--- src/rtl/dac_pkg.sv ---
// rtl/dac_pkg.sv - shared mode encodings and midscale helper for the DAC streamer
package dac_pkg;

  typedef enum logic [1:0] {
    MODE_OFF    = 2'd0,
    MODE_CONST  = 2'd1,
    MODE_RAMP   = 2'd2,
    MODE_STREAM = 2'd3
  } dac_mode_e;

  // Offset-binary midscale for a dw-bit converter: MSB set, rest clear.
  function automatic logic [31:0] midscale(input int unsigned dw);
    return 32'd1 << (dw - 1);
  endfunction

endpackage

--- src/rtl/dac_stream_out_if.sv ---
// rtl/dac_stream_out_if.sv - sample stream handshake bundle
interface dac_stream_out_if #(
  parameter int NCH = 2,
  parameter int DW  = 14
);
  logic [NCH*DW-1:0] s_data;
  logic              s_valid;
  logic              s_ready;

  modport master (output s_data, output s_valid, input  s_ready);
  modport slave  (input  s_data, input  s_valid, output s_ready);
endinterface

--- src/rtl/dac_fifo.sv ---
// rtl/dac_fifo.sv - first-word-fall-through sample FIFO with registered flags
module dac_fifo #(
  parameter int W  = 28,
  parameter int AW = 4
) (
  input  logic          clk,
  input  logic          rst_n,
  input  logic          wr_en,
  input  logic [W-1:0]  wr_data,
  input  logic          rd_en,
  output logic [W-1:0]  rd_data,
  output logic          full,
  output logic          empty,
  output logic [AW:0]   level
);
  localparam int            DEPTH   = 1 << AW;
  localparam logic [AW:0]   DEPTH_C = {1'b1, {AW{1'b0}}};
  localparam logic [AW-1:0] PTR_ONE = AW'(1);
  localparam logic [AW:0]   CNT_ONE = (AW + 1)'(1);

  logic [W-1:0]  mem_q [DEPTH];
  logic [AW-1:0] wr_ptr_q, wr_ptr_d, rd_ptr_q, rd_ptr_d;
  logic [AW:0]   count_q, count_d;
  logic          full_q, full_d, empty_q, empty_d;

  // Storage has no reset: the pointers alone define what is valid.
  always_ff @(posedge clk) begin
    if (wr_en) mem_q[wr_ptr_q] <= wr_data;
  end

  // Next pointers, occupancy and flags; simultaneous push/pop keeps the count.
  always_comb begin
    wr_ptr_d = wr_ptr_q;
    rd_ptr_d = rd_ptr_q;
    count_d  = count_q;
    if (wr_en) wr_ptr_d = wr_ptr_q + PTR_ONE;
    if (rd_en) rd_ptr_d = rd_ptr_q + PTR_ONE;
    case ({wr_en, rd_en})
      2'b10:   count_d = count_q + CNT_ONE;
      2'b01:   count_d = count_q - CNT_ONE;
      default: count_d = count_q;
    endcase
    full_d  = (count_d == DEPTH_C);
    empty_d = (count_d == '0);
  end

  // Pointer, count and flag registers.
  always_ff @(posedge clk or negedge rst_n) begin
    if (!rst_n) begin
      wr_ptr_q <= '0;
      rd_ptr_q <= '0;
      count_q  <= '0;
      full_q   <= 1'b0;
      empty_q  <= 1'b1;
    end else begin
      wr_ptr_q <= wr_ptr_d;
      rd_ptr_q <= rd_ptr_d;
      count_q  <= count_d;
      full_q   <= full_d;
      empty_q  <= empty_d;
    end
  end

  assign rd_data = mem_q[rd_ptr_q];
  assign full    = full_q;
  assign empty   = empty_q;
  assign level   = count_q;

endmodule

--- src/rtl/dac_oddr.sv ---
// rtl/dac_oddr.sv - same-edge output DDR register model
module dac_oddr #(
  parameter logic RST_VAL = 1'b0
) (
  input  logic clk,
  input  logic rst_n,
  input  logic d1,
  input  logic d2,
  output logic q
);
  logic d1_q, d2_q;

  // Both halves are captured on the rising edge; d1 drives the high phase, d2 the low.
  always_ff @(posedge clk or negedge rst_n) begin
    if (!rst_n) begin
      d1_q <= RST_VAL;
      d2_q <= RST_VAL;
    end else begin
      d1_q <= d1;
      d2_q <= d2;
    end
  end

  assign q = clk ? d1_q : d2_q;

endmodule

--- src/rtl/dac_stream_out.sv ---
// rtl/dac_stream_out.sv - multi-channel DAC sample generator with stream FIFO and DDR pin drivers
module dac_stream_out
  import dac_pkg::*;
#(
  parameter int NCH     = 2,
  parameter int DW      = 14,
  parameter int FIFO_AW = 4,
  parameter int TWOS_IN = 1
) (
  input  logic               sys_clk,
  input  logic               rst_n,
  input  logic               enable,
  input  logic [2*NCH-1:0]   mode,
  input  logic [NCH*DW-1:0]  const_val,
  input  logic [NCH*DW-1:0]  ramp_step,
  dac_stream_out_if.slave    s_axis,
  output logic               underflow,
  input  logic               underflow_clr,
  output logic [15:0]        underflow_cnt,
  output logic [FIFO_AW:0]   fifo_level,
  output logic [NCH-1:0]     da_clk,
  output logic [NCH-1:0]     da_wrt,
  output logic [NCH*DW-1:0]  da_data
);
  localparam logic [31:0]   MID_W = midscale(DW);
  localparam logic [DW-1:0] MID   = MID_W[DW-1:0];

  // Two's complement sources become offset binary by flipping the MSB.
  function automatic logic [DW-1:0] to_dac(input logic [DW-1:0] v);
    return (TWOS_IN != 0) ? (v ^ MID) : v;
  endfunction

  logic                   fifo_push, fifo_pop, fifo_full, fifo_empty;
  logic [NCH*DW-1:0]      fifo_rd_data;
  logic                   any_stream, uf_event;

  logic                   boot_q, boot_d, rdy_en_q, rdy_en_d;
  logic [NCH-1:0][DW-1:0] sample_q, sample_d;
  logic [NCH-1:0][DW-1:0] acc_q, acc_d;
  logic [NCH-1:0][1:0]    prev_mode_q, prev_mode_d;
  logic                   uf_q, uf_d;
  logic [15:0]            uf_cnt_q, uf_cnt_d;

  // One FIFO entry feeds all channels, so any STREAM channel drives the pop.
  always_comb begin
    any_stream = 1'b0;
    for (int i = 0; i < NCH; i++) begin
      if (mode[2*i +: 2] == MODE_STREAM) any_stream = 1'b1;
    end
  end

  assign s_axis.s_ready = rdy_en_q & ~fifo_full;
  assign fifo_push      = s_axis.s_valid & s_axis.s_ready;
  assign fifo_pop       = enable & any_stream & ~fifo_empty;
  assign uf_event       = enable & any_stream & fifo_empty;

  dac_fifo #(
    .W  (NCH*DW),
    .AW (FIFO_AW)
  ) u_fifo (
    .clk     (sys_clk),
    .rst_n   (rst_n),
    .wr_en   (fifo_push),
    .wr_data (s_axis.s_data),
    .rd_en   (fifo_pop),
    .rd_data (fifo_rd_data),
    .full    (fifo_full),
    .empty   (fifo_empty),
    .level   (fifo_level)
  );

  // Per-channel source selection; the ramp restarts from zero on entry into RAMP.
  always_comb begin
    for (int i = 0; i < NCH; i++) begin
      prev_mode_d[i] = mode[2*i +: 2];
      acc_d[i]       = acc_q[i];
      sample_d[i]    = sample_q[i];
      if ((mode[2*i +: 2] == MODE_RAMP) && (prev_mode_q[i] != MODE_RAMP)) begin
        acc_d[i] = '0;
      end else if (enable && (mode[2*i +: 2] == MODE_RAMP)) begin
        acc_d[i] = acc_q[i] + ramp_step[i*DW +: DW];
      end
      if (!enable) begin
        sample_d[i] = MID;
      end else begin
        case (dac_mode_e'(mode[2*i +: 2]))
          MODE_OFF:    sample_d[i] = MID;
          MODE_CONST:  sample_d[i] = to_dac(const_val[i*DW +: DW]);
          MODE_RAMP:   sample_d[i] = to_dac(acc_d[i]);
          MODE_STREAM: if (fifo_pop) sample_d[i] = to_dac(fifo_rd_data[i*DW +: DW]);
        endcase
      end
    end
  end

  // Channel state registers.
  always_ff @(posedge sys_clk or negedge rst_n) begin
    if (!rst_n) begin
      for (int i = 0; i < NCH; i++) begin
        sample_q[i]    <= MID;
        acc_q[i]       <= '0;
        prev_mode_q[i] <= MODE_OFF;
      end
    end else begin
      sample_q    <= sample_d;
      acc_q       <= acc_d;
      prev_mode_q <= prev_mode_d;
    end
  end

  // Sticky underflow with saturating count; a clear wins over a same-cycle event.
  always_comb begin
    uf_d     = uf_q;
    uf_cnt_d = uf_cnt_q;
    if (underflow_clr) begin
      uf_d     = 1'b0;
      uf_cnt_d = '0;
    end else if (uf_event) begin
      uf_d = 1'b1;
      if (uf_cnt_q != 16'hFFFF) uf_cnt_d = uf_cnt_q + 16'd1;
    end
  end

  // Underflow registers.
  always_ff @(posedge sys_clk or negedge rst_n) begin
    if (!rst_n) begin
      uf_q     <= 1'b0;
      uf_cnt_q <= '0;
    end else begin
      uf_q     <= uf_d;
      uf_cnt_q <= uf_cnt_d;
    end
  end

  // Two-stage start-up so the stream is only accepted from the second edge after reset.
  always_comb begin
    boot_d   = 1'b1;
    rdy_en_d = boot_q;
  end

  // Start-up registers.
  always_ff @(posedge sys_clk or negedge rst_n) begin
    if (!rst_n) begin
      boot_q   <= 1'b0;
      rdy_en_q <= 1'b0;
    end else begin
      boot_q   <= boot_d;
      rdy_en_q <= rdy_en_d;
    end
  end

  assign underflow     = uf_q;
  assign underflow_cnt = uf_cnt_q;

  // Pin drivers: inverted forwarded clock, write strobe held high out of reset, data bits.
  for (genvar ch = 0; ch < NCH; ch++) begin : g_ch
    dac_oddr #(.RST_VAL(1'b0)) u_clk_oddr (
      .clk   (sys_clk),
      .rst_n (rst_n),
      .d1    (1'b0),
      .d2    (1'b1),
      .q     (da_clk[ch])
    );
    dac_oddr #(.RST_VAL(1'b0)) u_wrt_oddr (
      .clk   (sys_clk),
      .rst_n (rst_n),
      .d1    (1'b1),
      .d2    (1'b1),
      .q     (da_wrt[ch])
    );
    for (genvar b = 0; b < DW; b++) begin : g_bit
      dac_oddr #(.RST_VAL(MID[b])) u_dat_oddr (
        .clk   (sys_clk),
        .rst_n (rst_n),
        .d1    (sample_q[ch][b]),
        .d2    (sample_q[ch][b]),
        .q     (da_data[ch*DW + b])
      );
    end
  end

endmodule

--- src/flat_wrapper.sv ---
// flat-port wrapper written by rule: the top's interface ports become plain ports
module dac_stream_out_flat import dac_pkg::*;
#(
  parameter int NCH     = 2,
  parameter int DW      = 14,
  parameter int FIFO_AW = 4,
  parameter int TWOS_IN = 1
)
  (sys_clk, rst_n, enable, mode, const_val, ramp_step, underflow, underflow_clr, underflow_cnt, fifo_level, da_clk, da_wrt, da_data, s_axis_s_data, s_axis_s_valid, s_axis_s_ready);
  dac_stream_out_if #(.NCH(NCH), .DW(DW)) s_axis_i ();
  input  logic sys_clk;
  input  logic rst_n;
  input  logic enable;
  input  logic [2*NCH-1:0] mode;
  input  logic [NCH*DW-1:0] const_val;
  input  logic [NCH*DW-1:0] ramp_step;
  output logic underflow;
  input  logic underflow_clr;
  output logic [15:0] underflow_cnt;
  output logic [FIFO_AW:0] fifo_level;
  output logic [NCH-1:0] da_clk;
  output logic [NCH-1:0] da_wrt;
  output logic [NCH*DW-1:0] da_data;
  input wire logic [$bits(s_axis_i.s_data)-1:0] s_axis_s_data;
  input wire logic [$bits(s_axis_i.s_valid)-1:0] s_axis_s_valid;
  output wire logic [$bits(s_axis_i.s_ready)-1:0] s_axis_s_ready;
  assign s_axis_i.s_data = s_axis_s_data;
  assign s_axis_i.s_valid = s_axis_s_valid;
  assign s_axis_s_ready = s_axis_i.s_ready;
  dac_stream_out #(.NCH(NCH), .DW(DW), .FIFO_AW(FIFO_AW), .TWOS_IN(TWOS_IN)) u_core (.sys_clk(sys_clk), .rst_n(rst_n), .enable(enable), .mode(mode), .const_val(const_val), .ramp_step(ramp_step), .s_axis(s_axis_i), .underflow(underflow), .underflow_clr(underflow_clr), .underflow_cnt(underflow_cnt), .fifo_level(fifo_level), .da_clk(da_clk), .da_wrt(da_wrt), .da_data(da_data));
endmodule
--- config.mk ---
export PLATFORM = sky130hd
export DESIGN_NAME = dac_stream_out_flat
export DESIGN_NICKNAME = d
export VERILOG_FILES = /design/src/rtl/dac_pkg.sv /design/src/rtl/dac_stream_out_if.sv /design/src/rtl/dac_fifo.sv /design/src/rtl/dac_oddr.sv /design/src/rtl/dac_stream_out.sv /design/src/flat_wrapper.sv
export SDC_FILE = /design/constraint.sdc
export NUM_CORES = 1
export LEC_CHECK = 0
export ABC_AREA = 0
export CORE_MARGIN = 1
export CORE_UTILIZATION = 30
export CTS_CLUSTER_SIZE = 40
export DETAILED_ROUTE_END_ITERATION = 8
export GPL_ROUTABILITY_DRIVEN = 0
export PLACE_DENSITY_LB_ADDON = 0.15
export SLEW_MARGIN = 20
export SYNTH_ARGS = -nofsm -noshare
export SYNTH_HDL_FRONTEND = slang
export SYNTH_SLANG_ARGS = --single-unit
--- constraint.sdc ---
create_clock -name sys_clk -period 3.1 [get_ports sys_clk]
set_input_delay 0.62 -clock sys_clk [delete_from_list [all_inputs] [get_ports sys_clk]]
set_output_delay 0.62 -clock sys_clk [all_outputs]
set_load 0.03 [all_outputs]
== Yosys cells after proc, flatten, opt, wreduce, memory -nomap -nowiden ==
Memory sizes are Yosys's and may differ from the RTL's.
Cells that the tools add are included.
Operators by class
  add/sub/neg operators: 7
  equal/unequal tests: 14
  multiplexer cells: 21
  bitwise logic cells: 13
  reductions and logical operators: 10
Operators with widths (number)
  two-way mux 14 bit: 8
  one-hot mux 14 bit (4 select lines): 2
  two-way mux 16 bit: 3
  adder 14 bit: 2
  adder 16 x 1 -> 16 bit, second input constant: 1
  inequality test 16 bit, second input constant: 1
  equality test 2 bit, second input constant: 5
  one-hot mux 5 bit (2 select lines): 1
  adder 4 x 1 -> 4 bit, second input constant: 2
  NOT 1 bit: 8
  two-way mux 1 bit: 7
  equality test 2 x 1 -> 1 bit, second input constant: 3
  inequality test 3 bit, second input constant: 2
  adder 5 x 1 -> 5 bit, second input constant: 1
  bitwise AND 1 bit: 5
  equality test 5 bit, second input constant: 1
  logical NOT 5 bit: 1
  subtractor 5 x 1 -> 5 bit, second input constant: 1
  logical AND 1 bit: 4
  logical NOT 2 bit: 2
  inequality test 2 bit, second input constant: 2
  nonzero test 2 bit: 2
  AND reduction 2 bit: 1
Storage, ports and cells
  flip-flop bits (word level): 122
  bits in writable memories: 448
  input bits: 93
  output and inout bits: 55
  memories kept: 1
Memories
  u_core.u_fifo.mem_q: depth 16, width 28, rd ports 1, clocked after Yosys merged registers in 0, wr ports 1, line dac_fifo.sv:21  | logic [W-1:0] mem_q [DEPTH];

== Logic depth before layout (Yosys ltp) ==
  depth after elaboration: 8
  gate-level depth with buffers: 13

== Hierarchy ==
Synthesis repeated with hierarchy kept, for this count alone.
Unflattened totals
  cells, all modules: 1354
  area, all modules: 24741.2 um^2
By module, submodules not included
  dac_fifo: instances 1, cells an instance 717, area each 17743.3 um^2
  dac_stream_out: instances 1, cells an instance 541, area each 4911.0 um^2
  dac_oddr at u_core.g_ch[0].g_bit[0].u_dat_oddr ...: instances 30, cells an instance 3, area each 65.1 um^2
  dac_oddr at u_core.g_ch[0].g_bit[13].u_dat_oddr ...: instances 2, cells an instance 3, area each 67.6 um^2

==> impl_results.md <==
* Setup ws final at approximately 0.10 ns
* R2R depth at 13
* DRC Markers at 0
* Final Cell Area at 29700 um2
* Crit path max fanout at 2
* R2R Path Start: u_core.u_fifo.empty$_DFF_PN1_
* Fill cell total of the finished layout at 7396
* Syn Area/Cell at 17.1 um2
* Yosys cell types at 71
* Asr flop ratio synth at 21.4%
* DP Area at 27400 um2
* FP Rows at slightly above 100
* DR iter-0 viols at 940
* Startpoint Class: clock port
* Post-synthesis sequential area ratio at 68.8%
* Status: finished clean
* Post-DP HPWL at around 42000 um
* Hold EP: u_core.g_ch[1].g_bit[13].u_dat_oddr.d2_q$_DFF_PN1_
* GR Overflow Total at 0
* Die H at 285 um
* Synthesized flop and latch total at 570
* Worst r2r dst: u_core.u_fifo.full$_DFF_PN0_
* Post-DRT Antenna Nets at 0
* P&R area growth vs syn at 23.6%
* Worst path most repeated cell: clkbuf_16
* Wire per inst at about 24 um
* Slew Limit Fails at 0
* Worst-Margin Slew at roughly 0.65 ns
* Number of setup violations in the final report at 0
* Synth Flop Type: edfxtp_1
* Routed vias at around 13000
* First-pass GRT wire length at about 94000 um
* Vias per cell at 4.84
* Gr usage total at 16.0%
* Synthesized area at 24000 um2
* Data required time of the worst path at approximately 2.5 ns
* Setup Crit Path Kind: clock port to output pin
* CTS clk-pin slew, worst paths at around 0.060 ns
* Die width at ~280 um
* Utilization after layout at 37.5%
* Crit-path slowest cell: nor2b_4
* Drt total wl at 64600 um
* CTS tree: built
* Port bufs at 147
* Clk_lat worst skew at 0.72 ns
* Data arrival, critical path at 2.38 ns
* Number of synthesized flops with an enable pin at 448
* Post-synthesis net count at 1536
* Worst slack, placed at -0.500 ns
* Fin. Hold Viols at 0
* Nets@finish at 1778
* Post-Syn Instances at ~1400
* Pleak at 10.6 nW
* Initial antenna violation count at 5
* Worst Hold Class: flop to flop
* Starting Density at 30.3%
* WHS Path Cells at 0
* Worst slew margin at 56.6%
* Synth warn at 0
* Largest net degree at the start of global routing at 66
* N_diodes at 0
* 1st-pass router iterations at 5
* Max Cap Viol at 0
* Power Density at approximately 790 nW/um2
* Cells along the critical path: clkbuf_16, clkbuf_16, clkbuf_16, nor2b_4, clkbuf_16, buf_8
* RSZ-0062 raised after global routing: no
* Crit. End Element: output pin
* Total die area at 81200 um2
* VDD IR max at 0.000450 V
* Final worst clock skew at 0.0338 ns
* Top-level port count at ~150
* Post CTS Setup Buffer Count at 0
* Hold_sp: u_core.sample_q[27]$_DFFE_PN1P_
* Vias in the first global route at 13900
* Flop2flop setup slack at between 0.2 and 0.3 ns
* CP peak stage delay at 0.16 ns
* Total power draw at 23.6 mW
* Core area at 79100 um2
* Share of layout cells above drive strength 1 at 20.2%
flip-flops by register name (all words and copies together) (netlist names):
name                               cells
u_core.u_fifo.mem_q                  448
u_core.acc_q                          28
u_core.g_ch.g_bit.u_dat_oddr.d2_q     28
u_core.sample_q                       28
u_core.underflow_cnt                  16
u_core.u_fifo.level                    5
u_core.prev_mode_q                     4
u_core.u_fifo.rd_ptr_q                 4
u_core.u_fifo.wr_ptr_q                 4
u_core.boot_q                          1
u_core.rdy_en_q                        1
u_core.u_fifo.empty                    1
u_core.u_fifo.full                     1
u_core.underflow                       1
worst max-delay path: cells and delay by family:
| kind | cells | cell delay [ns] |
|---|---|---|
| buffers and inverters | 5 | 0.66 |
| AND/OR/NAND/NOR | 1 | 0.16 |
how the worst max path moves through the flow:
stage                                               to    start  cells past startpoint
after CTS                                    da_clk[1]  sys_clk                      6
final                                        da_clk[1]  sys_clk                      6
after floorplan           u_core.u_fifo.full$_DFF_PN0_  mode[1]                     12
after global routing                         da_clk[1]  sys_clk                      6
after global placement    u_core.u_fifo.full$_DFF_PN0_  mode[3]                     13
after detailed placement  u_core.u_fifo.full$_DFF_PN0_  mode[3]                     13
cell usage in the layout, fill, tap and decap left out, drive strengths merged, types with 13 or more instances in the layout:
cell,count
ha,36
mux2i,49
xnor2,23
and2,26
a21oi,71
nand2,90
nand4,13
inv,15
xor2,23
a21o,22
nand3,16
edfxtp,448
o21ai,24
nor2,73
clkinv,17
clkbuf,95
buf,119
clkdlybuf4s50,144
dfrtp,117
mux4,118
per-stage QoR:
stage          hold slack, ns  TNS, ns  std cells
6_report                0.368        0       2744
5_1_grt                 0.371        0       2744
4_1_cts                 0.368        0       2744
3_5_place_dp            0.359    -1.22       2621
3_3_place_gp            0.361    -1.16       2621
2_1_floorplan           0.324        0       1404
metal layers:
layer,GRT usage (%),vias up,part of all wire [%]
li1,-,6024,-
met1,21.2,6860,45
met2,26.1,293,48
met3,3.70,98,4.9
met4,4.99,6,2.1
met5,0,-,0.051
logic make-up (layout without fill, tap and decap cells):
kind of cell | count (synthesis) | count (layout) | share of synthesized area [%]
buffers and inverters | 106 | 396 | 2.75
other | 1 | 1 | 0.0156
DFF | 570 | 570 | 68.8
AOI/OAI and AO/OA | 202 | 202 | 5.56
xor gates and xnor gates | 46 | 46 | 1.68
muxes | 173 | 173 | 13.9
and+or+nand+nor | 267 | 267 | 5.23
adders and majority gates | 39 | 39 | 2.13
cells in the mapped netlist (all sizes together), types with 4 or more instances:
cell / instances / area share [%]
clkbuf: 26 / 0.45
and2: 26 / 0.68
nor3b: 5 / 0.16
dfrtp: 117 / 12
a21oi: 71 / 1.5
nor2: 73 / 1.1
a21o: 22 / 0.69
nand2: 90 / 1.4
nand2b: 5 / 0.13
or3: 4 / 0.10
a311oi: 4 / 0.15
o31ai: 5 / 0.16
ha: 36 / 1.9
nor2b: 11 / 0.29
mux2: 6 / 0.28
xor2: 23 / 0.84
a31oi: 7 / 0.18
o21ai: 24 / 0.50
o21a: 4 / 0.13
xnor2: 23 / 0.84
o211ai: 4 / 0.13
and3: 6 / 0.16
and4: 4 / 0.15
nor3: 10 / 0.21
dfstp: 5 / 0.55
buf: 70 / 2.1
mux2i: 49 / 2.0
inv: 10 / 0.16
o221ai: 7 / 0.26
mux4: 118 / 12
edfxtp: 448 / 56
a221oi: 5 / 0.21
o22ai: 11 / 0.29
nand4: 13 / 0.34
a211oi: 4 / 0.13
nand3: 16 / 0.33
repair_timing:
item / CTS / global route
resized for setup: 18 / 0
hold endpoints to repair: 58 / 0
setup endpoints to repair: 2 / 0
hold buffers: 1 / 0
area by class of cell:
cell class                 count  area [um2]  share of cell area, %
inverter                      10        37.5                  0.126
clock inverter                27         292                  0.982
clock buffer                  97        1970                   6.64
multi-input combinational    728        6900                   23.2
tap                         1050        1310                   4.43
timing repair buffer         262        2650                   8.92
sequential                   570       16500                   55.7
power by group:
group          switching (mW)  internal (mW)  leakage (nW)  total (mW)
Combinational            3.13           3.00          3.81        6.13
Sequential              0.532           8.88          5.64        9.41
Clock                    3.20           4.81          1.11        8.02
Total                    6.87           16.7          10.6        23.6
Note: power is estimated with default switching activity, not from simulation.
